### src/rtl/fifo_arb_pkg.sv
// Shared types and width helpers for the FIFO write-port arbiter.
//   state_t   : arbiter FSM states
//   width_of  : index/counter width for n values, never below 1 bit
package fifo_arb_pkg;

   typedef enum logic {
      IDLE  = 1'b0,
      BURST = 1'b1
   } state_t;

   function automatic int unsigned width_of(input int unsigned n);
      return (n <= 2) ? 1 : $clog2(n);
   endfunction

endpackage

### src/rtl/rr_pick.sv
// Combinational rotate-priority selector.
// Returns the first asserted request searching last_owner+1, last_owner+2, ...
// modulo NUM_REQ.
//   req        : request vector
//   last_owner : index of the most recent grant holder (priority pointer)
//   any_req    : at least one request is asserted
//   winner     : index of the selected requester (0 when none)
module rr_pick #(
   parameter int unsigned NUM_REQ = 4,
   parameter int unsigned IDX_W   = 2
) (
   input  logic [NUM_REQ-1:0] req,
   input  logic [IDX_W-1:0]   last_owner,
   output logic               any_req,
   output logic [IDX_W-1:0]   winner
);

   // Scan from the farthest offset down so the nearest request wins.
   always_comb begin
      int idx;
      idx     = 0;
      any_req = 1'b0;
      winner  = '0;
      for (int off = int'(NUM_REQ); off > 0; off--) begin
         idx = (int'(last_owner) + off) % int'(NUM_REQ);
         if (req[IDX_W'(idx)]) begin
            any_req = 1'b1;
            winner  = IDX_W'(idx);
         end
      end
   end

endmodule

### src/rtl/fifo_wr_arbiter.sv
// Round-robin arbiter sharing one FIFO write port among NUM_REQ requesters.
// A grant lasts for a burst that ends on last, at MAX_BURST beats, or when the
// owner drops its request. Re-arbitration happens in the ending cycle so
// back-to-back bursts have no dead cycle.
//   clk, rst   : write-domain clock, synchronous active-high reset
//   req, last  : per-requester request and end-of-burst flag
//   data       : packed beats, requester i at [i*DATA_WIDTH +: DATA_WIDTH]
//   accept     : one-hot beat-taken strobe (combinational)
//   fifo_full  : FIFO full flag
//   fifo_w_en  : FIFO write enable (combinational)
//   fifo_data  : FIFO data_in (combinational)
//   owner      : current grant holder
//   busy       : high while in BURST
module fifo_wr_arbiter
   import fifo_arb_pkg::*;
#(
   parameter int unsigned NUM_REQ    = 4,
   parameter int unsigned DATA_WIDTH = 8,
   parameter int unsigned MAX_BURST  = 4
) (
   input  logic                            clk,
   input  logic                            rst,
   input  logic [NUM_REQ-1:0]              req,
   input  logic [NUM_REQ-1:0]              last,
   input  logic [NUM_REQ*DATA_WIDTH-1:0]   data,
   output logic [NUM_REQ-1:0]              accept,
   input  logic                            fifo_full,
   output logic                            fifo_w_en,
   output logic [DATA_WIDTH-1:0]           fifo_data,
   output logic [width_of(NUM_REQ)-1:0]    owner,
   output logic                            busy
);

   localparam int unsigned IDX_W = width_of(NUM_REQ);
   localparam int unsigned CNT_W = width_of(MAX_BURST);

   state_t             state_q, state_d;
   logic [IDX_W-1:0]   owner_d;
   logic [CNT_W-1:0]   cnt_q, cnt_d;
   logic [IDX_W-1:0]   last_owner_q, last_owner_d;

   logic               own_req_c;
   logic               own_last_c;
   logic               beat_c;
   logic               max_c;
   logic               end_c;
   logic [IDX_W-1:0]   pick_ptr_c;
   logic               any_req_c;
   logic [IDX_W-1:0]   winner_c;

   // During a burst the search starts after the current owner, so the
   // re-arbitration at burst end already sees the updated pointer order.
   assign pick_ptr_c = (state_q == BURST) ? owner : last_owner_q;

   rr_pick #(
      .NUM_REQ (NUM_REQ),
      .IDX_W   (IDX_W)
   ) u_pick (
      .req        (req),
      .last_owner (pick_ptr_c),
      .any_req    (any_req_c),
      .winner     (winner_c)
   );

   assign own_req_c  = req[owner];
   assign own_last_c = last[owner];

   // rst gates the beat so an in-flight beat is never written in a reset cycle.
   assign beat_c = (state_q == BURST) && own_req_c && !fifo_full && !rst;
   assign max_c  = (cnt_q == CNT_W'(MAX_BURST - 1));
   assign end_c  = (state_q == BURST) &&
                   ((beat_c && (own_last_c || max_c)) || !own_req_c);

   // Beat strobe and data mux for the owner.
   always_comb begin
      accept    = '0;
      fifo_data = '0;
      for (int i = 0; i < int'(NUM_REQ); i++) begin
         if (beat_c && (owner == IDX_W'(i))) begin
            accept[i] = 1'b1;
            fifo_data = data[i*DATA_WIDTH +: DATA_WIDTH];
         end
      end
   end

   assign fifo_w_en = beat_c;
   assign busy      = (state_q == BURST);

   // Next-state logic.
   always_comb begin
      state_d      = state_q;
      owner_d      = owner;
      cnt_d        = cnt_q;
      last_owner_d = last_owner_q;
      case (state_q)
         IDLE: begin
            if (any_req_c) begin
               state_d = BURST;
               owner_d = winner_c;
               cnt_d   = '0;
            end
         end
         BURST: begin
            if (end_c) begin
               last_owner_d = owner;
               cnt_d        = '0;
               if (any_req_c) begin
                  owner_d = winner_c;
               end else begin
                  state_d = IDLE;
               end
            end else if (beat_c) begin
               cnt_d = cnt_q + CNT_W'(1);
            end
         end
         default: begin
            state_d = IDLE;
         end
      endcase
   end

   // State registers; reset makes requester 0 highest priority.
   always_ff @(posedge clk) begin
      if (rst) begin
         state_q      <= IDLE;
         owner        <= '0;
         cnt_q        <= '0;
         last_owner_q <= IDX_W'(NUM_REQ - 1);
      end else begin
         state_q      <= state_d;
         owner        <= owner_d;
         cnt_q        <= cnt_d;
         last_owner_q <= last_owner_d;
      end
   end

endmodule

### config.mk
export PLATFORM = sky130hd
export DESIGN_NAME = fifo_wr_arbiter
export DESIGN_NICKNAME = d
export VERILOG_FILES = /design/src/rtl/fifo_arb_pkg.sv /design/src/rtl/rr_pick.sv /design/src/rtl/fifo_wr_arbiter.sv
export SDC_FILE = /design/constraint.sdc
export NUM_CORES = 1
export LEC_CHECK = 0
export ABC_CLOCK_PERIOD_IN_PS = 3300
export CORE_MARGIN = 1.5
export CORE_UTILIZATION = 36
export CTS_CLUSTER_DIAMETER = 30
export CTS_CLUSTER_SIZE = 12
export DETAILED_ROUTE_END_ITERATION = 8
export GPL_TIMING_DRIVEN = 0
export HOLD_SLACK_MARGIN = 0.05
export MAX_ROUTING_LAYER = met4
export PLACE_DENSITY = 0.95
export SETUP_SLACK_MARGIN = 0.4
export SYNTH_ARGS = -nofsm -noshare
export SYNTH_HDL_FRONTEND = slang
export SYNTH_SLANG_ARGS = --single-unit
### constraint.sdc
create_clock -name clk -period 3.3 [get_ports clk]
set_input_delay 0.495 -clock clk [delete_from_list [all_inputs] [get_ports clk]]
set_output_delay 0.495 -clock clk [all_outputs]
set_load 0.02 [all_outputs]
== Word-level counts from Yosys, hierarchy flattened ==
Cells that the tools add are included.
Storage, ports and cells
  bits in registers: 7
  input bits: 43
  output and inout port bits: 16
  word-level logic and storage cells: 82
Cells by class
  add/sub/neg operators: 5
  magnitude comparators: 5
  equal/unequal tests: 7
  muxes and demuxes: 43
  bitwise logic cells: 1
  reduce and logical (&&, ||, !) cells: 17
Operator list (count)
  2-to-1 mux 8 bit: 4
  2-to-1 mux 1 bit: 20
  2-to-1 mux 2 bit: 10
  less-than comparator 2 x 4 -> 1 bit, second input constant: 4
  binary-select mux 1 bit (select 2 bit): 6
  logical AND 1 bit: 9
  one-hot mux 2 bit (2 select lines): 2
  adder 2 x 1 -> 2 bit, second input constant: 3
  == test 2 bit, second input constant: 3
  adder 2 bit, second input constant: 2
  AND reduction 2 bit: 2
  logical NOT 1 bit: 3
  less-than comparator 2 x 3 -> 1 bit, second input constant: 1
  inequality test 3 x 1 -> 1 bit, second input constant: 1
  == test 2 x 1 -> 1 bit, second input constant: 1
  logical NOT 2 bit: 1
  logical OR 1 bit: 2
  inequality test 2 x 1 -> 1 bit, second input constant: 1
  inequality test 2 bit, second input constant: 1
  one-hot mux 1 bit (2 select lines): 1
  NOT 1 bit: 1

== Depth between registers and ports, before layout ==
  word-level depth: 12
  depth in mapped cells: 6
  gate-level depth less buffers: 6

== Hierarchy ==
Synthesis repeated with hierarchy kept, for this count alone.
Second synthesis, totals
  cell total of the unflattened synthesis: 83
  area, all modules: 874.6 µm²
Modules (own cells, without submodules)
  fifo_wr_arbiter: times used 1, cells an instance 69, area each 783.3 µm², sequential area each 140.1 µm²
  rr_pick: times used 1, cells an instance 14, area each 91.3 µm², sequential area each 0.0 µm²

== Worst setup path after synthesis ==
OpenSTA, ideal clock, no wires.
  kind: register to output
  start: register owner[0]
  end: output port fifo_data[0]
  arrival: 1.783 ns
  required time: 2.805 ns
  setup slack: 1.022 ns
  stages on the path, launching flop included: 6
  path through: dfxtp_1 -> nor2b_1 -> and3_1 -> clkbuf_1 -> a22oi_1 -> a21oi_1
On the way
  cells in the longest elaborated chain, start to end: 10
Ends and longest elaborated chain
  start: declaration: line fifo_wr_arbiter.sv:30  | output logic [width_of(NUM_REQ)-1:0] owner,
  start signal: assignment: line fifo_wr_arbiter.sv:131  | owner <= owner_d;
  binary-select mux 1 bit (select 2 bit): line fifo_wr_arbiter.sv:65  | assign own_req_c = req[owner];
  2-to-1 mux 1 bit (implied by the code): line fifo_wr_arbiter.sv:65
  logical AND 1 bit (3 in a row): line fifo_wr_arbiter.sv:69  | assign beat_c = (state_q == BURST) && own_req_c && !fifo_full && !rst;
  logical AND 1 bit: line fifo_wr_arbiter.sv:79  | if (beat_c && (owner == IDX_W'(i))) begin
  2-to-1 mux 8 bit (3 in a row): line fifo_wr_arbiter.sv:79
  2-to-1 mux 8 bit *: line fifo_wr_arbiter.sv:79
  end: declaration: line fifo_wr_arbiter.sv:29  | output logic [DATA_WIDTH-1:0] fifo_data,
Mark *: on every way between the ends. The rest lies on a longest branch, timed or not. The select of a mux whose other input is x is not followed.

== Final worst setup path ==
  start: input port rst
  end: output port accept[0]
On the way
  cells in the longest elaborated chain, start to end: 4
Ends and longest elaborated chain
  start: declaration: line fifo_wr_arbiter.sv:22  | input logic rst,
  logical NOT 1 bit: line fifo_wr_arbiter.sv:69
  logical AND 1 bit: line fifo_wr_arbiter.sv:69
  logical AND 1 bit: line fifo_wr_arbiter.sv:79
  2-to-1 mux 1 bit: line fifo_wr_arbiter.sv:79
  end: declaration: line fifo_wr_arbiter.sv:26  | output logic [NUM_REQ-1:0] accept,
Every way passes these cells.

==> impl_metrics.ini <==
[run_status]
status = complete, no violations

[drt]
viasPerCell = 5.39
drt_wl_total_um = 2850
ant_nets = 0
drc = 0
vias = 1111
drtPass1Iterations = 4
avgRoutedWirePerCell_um = 13.8
dr.first_iter.drc_count = 12

[cells_and_area]
final_cell_mix = 50 x clkdlybuf4s50_1, 18 x a21oi_1, 17 x nor2_1, 10 x nand2_1, 8 x o21ai_0
syn_to_final_growth_pct = 84.0
final_common_cell = clkdlybuf4s50_1
stdcell_area_um2 = 1430
antenna_cells = 0
drive_gt1_frac = 0.0894
n_fill_cell = 172
fin_nets = 224
multi_input_area_um2 = 592
ff_latch_area_um2 = 140

[worst_setup_path]
end_kind = primary output
crit_top_cell = clkdlybuf4s50_1
max_stage_delay_ns = 0.63
cpMaxStageDelayCell = clkdlybuf4s50_1
critPathKind = in -> out
worstPathRequired_ns = 2.80
startpoint_type = input pin
critPathArrivalTime_ns = 2.30
cp_max_fo = 9
crit_chain = clkdlybuf4s50_1, nor3b_4, and3_1, buf_2, clkdlybuf4s50_1

[cts]
cts_buffers = 3
cts_tree = done
clkLatencyLatePin_ns = 0.26
path_clk_slew_ns = 0.05
clock-sinks = 7
cts_buffer_depth = 2
cts_root_buffer = clkbuf_4
h-tree-depth = 1

[die]
dieArea_um2 = 2440
die_h_um = 49.4
ioPinCount = 59
die_w_um = 49.4
num_rows = 16
core-area_um2 = 2000
initial_core_util = 0.387

[logic_synthesis]
synth_fp_nets = 159
synth_area_um2 = 774
avgSynthCellArea_um2 = 6.73
synth-seq-cells = 7
synth.distinct_cells = 36
synth_flop_cell = dfxtp_1
synth-edff-count = 0
async_flop_share = 0
ys_warn_count = 0
synthCells = 115
seq_area_frac_synth = 0.181

[grt]
grt_remaining_overflow = 0
grt_max_degree = 11
grt.total_usage = 0.245
grt_antenna_before_repair = 0
grt_pass1_wl_um = 4600
grt_pass1_vias = 1054

[timing]
fin_setup_tns_ns = 0
setup_viol = 0
worstMarginPinSlew_ns = 0.429
final-hold-violation-count = 0
min_period_ns = 2.80
skew_ns = 0.00281
fin_crit_sh = 0.848
slew_viol_final = 0
grt_setup_unrepaired = false
whs_ns = 0.470
fmax_mhz = 357
relSlewSlack = 0.714

[power_and_ir_drop]
max-vdd-ir-drop_uv = 284
leakage_nw = 0.601
power_density_nw_per_um2 = 267
p_total_uw = 381

[placed_design]
place_area_um2 = 1390
routabilityCongestion = 0.860
place_hpwl_um = 2290
port_buffers = 58

[min_path]
hold_path.class = reg -> reg

[job]
cap_viol_max_count = 0
[cell usage after synthesis, types with 3 or more instances]
| library cell | instances | area share |
|---|---|---|
| mux2i_1 | 4 | 0.052 |
| nand2_1 | 10 | 0.048 |
| dfxtp_1 | 7 | 0.18 |
| a21oi_1 | 18 | 0.12 |
| inv_1 | 4 | 0.019 |
| o21ai_0 | 8 | 0.052 |
| nor2_1 | 17 | 0.082 |
| buf_2 | 3 | 0.019 |
| and3_1 | 3 | 0.024 |
| nor2b_1 | 5 | 0.040 |
| a22oi_1 | 6 | 0.058 |
[power breakdown]
group	total (mW)	internal, mW	switching, mW
registers	0.104	0.0937	0.0101
logic	0.195	0.106	0.0885
clock network	0.0819	0.0464	0.0355
total	0.381	0.247	0.134
[per-stage QoR]
stage	cells	worst slack, ns	utilization
2_1_floorplan	115	1.02	-
3_3_place_gp	200	0.186	0.694
3_5_place_dp	200	0.0763	0.694
4_1_cts	205	0.450	0.709
5_1_grt	206	0.403	0.712
6_report	206	0.501	0.712
[area by class of cell]
type | count | area share
Buffer | 6 | 0.0246
Clock buffer | 4 | 0.0184
Inverter | 4 | 0.0105
Multi-Input combinational cell | 98 | 0.415
Sequential cell | 7 | 0.0983
Tap cell | 27 | 0.0237
Timing Repair Buffer | 60 | 0.409
[per-layer routing]
layer,global-route usage,routed length [um],vias up
li1,-,-,548
met2,0.455,1390,47
met4,0.0880,51,0
met1,0.251,1220,509
met3,0.0521,191,7
met5,-,0,-
[path summary, 6_finish.rpt]
| path | startpoint | to | slack (ns) | cells past startpoint |
|---|---|---|---|---|
| setup / recovery | rst | accept[0] | 0.50 | 5 |
| hold reg to reg | cnt_q[1]$_SDFFE_PP0P_ | cnt_q[1]$_SDFFE_PP0P_ | 0.47 | 2 |
| setup reg to reg | owner[0]$_SDFFE_PP0P_ | owner[0]$_SDFFE_PP0P_ | 1.56 | 6 |
| hold / removal | cnt_q[1]$_SDFFE_PP0P_ | cnt_q[1]$_SDFFE_PP0P_ | 0.47 | 2 |
[flip-flops by register name, summed over array words and instances, names as in the netlist]
| signal | flops |
|---|---|
| cnt_q | 2 |
| last_owner_q | 2 |
| owner | 2 |
| busy | 1 |
[repair_timing]
action / CTS / global route
pin swaps: 1 / 1
resized for setup: 10 / 4
endpoints found under the setup margin: 10 / 8
cloned: 0 / 0
endpoints found under the hold margin: 0 / 0
hold buffers: 0 / 0
buffers inserted: 1 / 1
[logic make-up (layout without fill, tap and decap cells)]
| kind of cell | after synthesis | count (layout) | share of synthesized area |
|---|---|---|---|
| buf+inv | 10 | 74 | 0.0630 |
| compound gates | 42 | 42 | 0.330 |
| fa+ha+maj | 1 | 1 | 0.0162 |
| flops | 7 | 7 | 0.181 |
| mux | 5 | 5 | 0.0808 |
| simple gates | 50 | 50 | 0.330 |
[worst max-delay path: cells and delay by family]
kind	cells	cell delay, ns
buffers and inverters	3	1.32
AND/OR/NAND/NOR	2	0.50
Power figures use the tool's default switching activity.
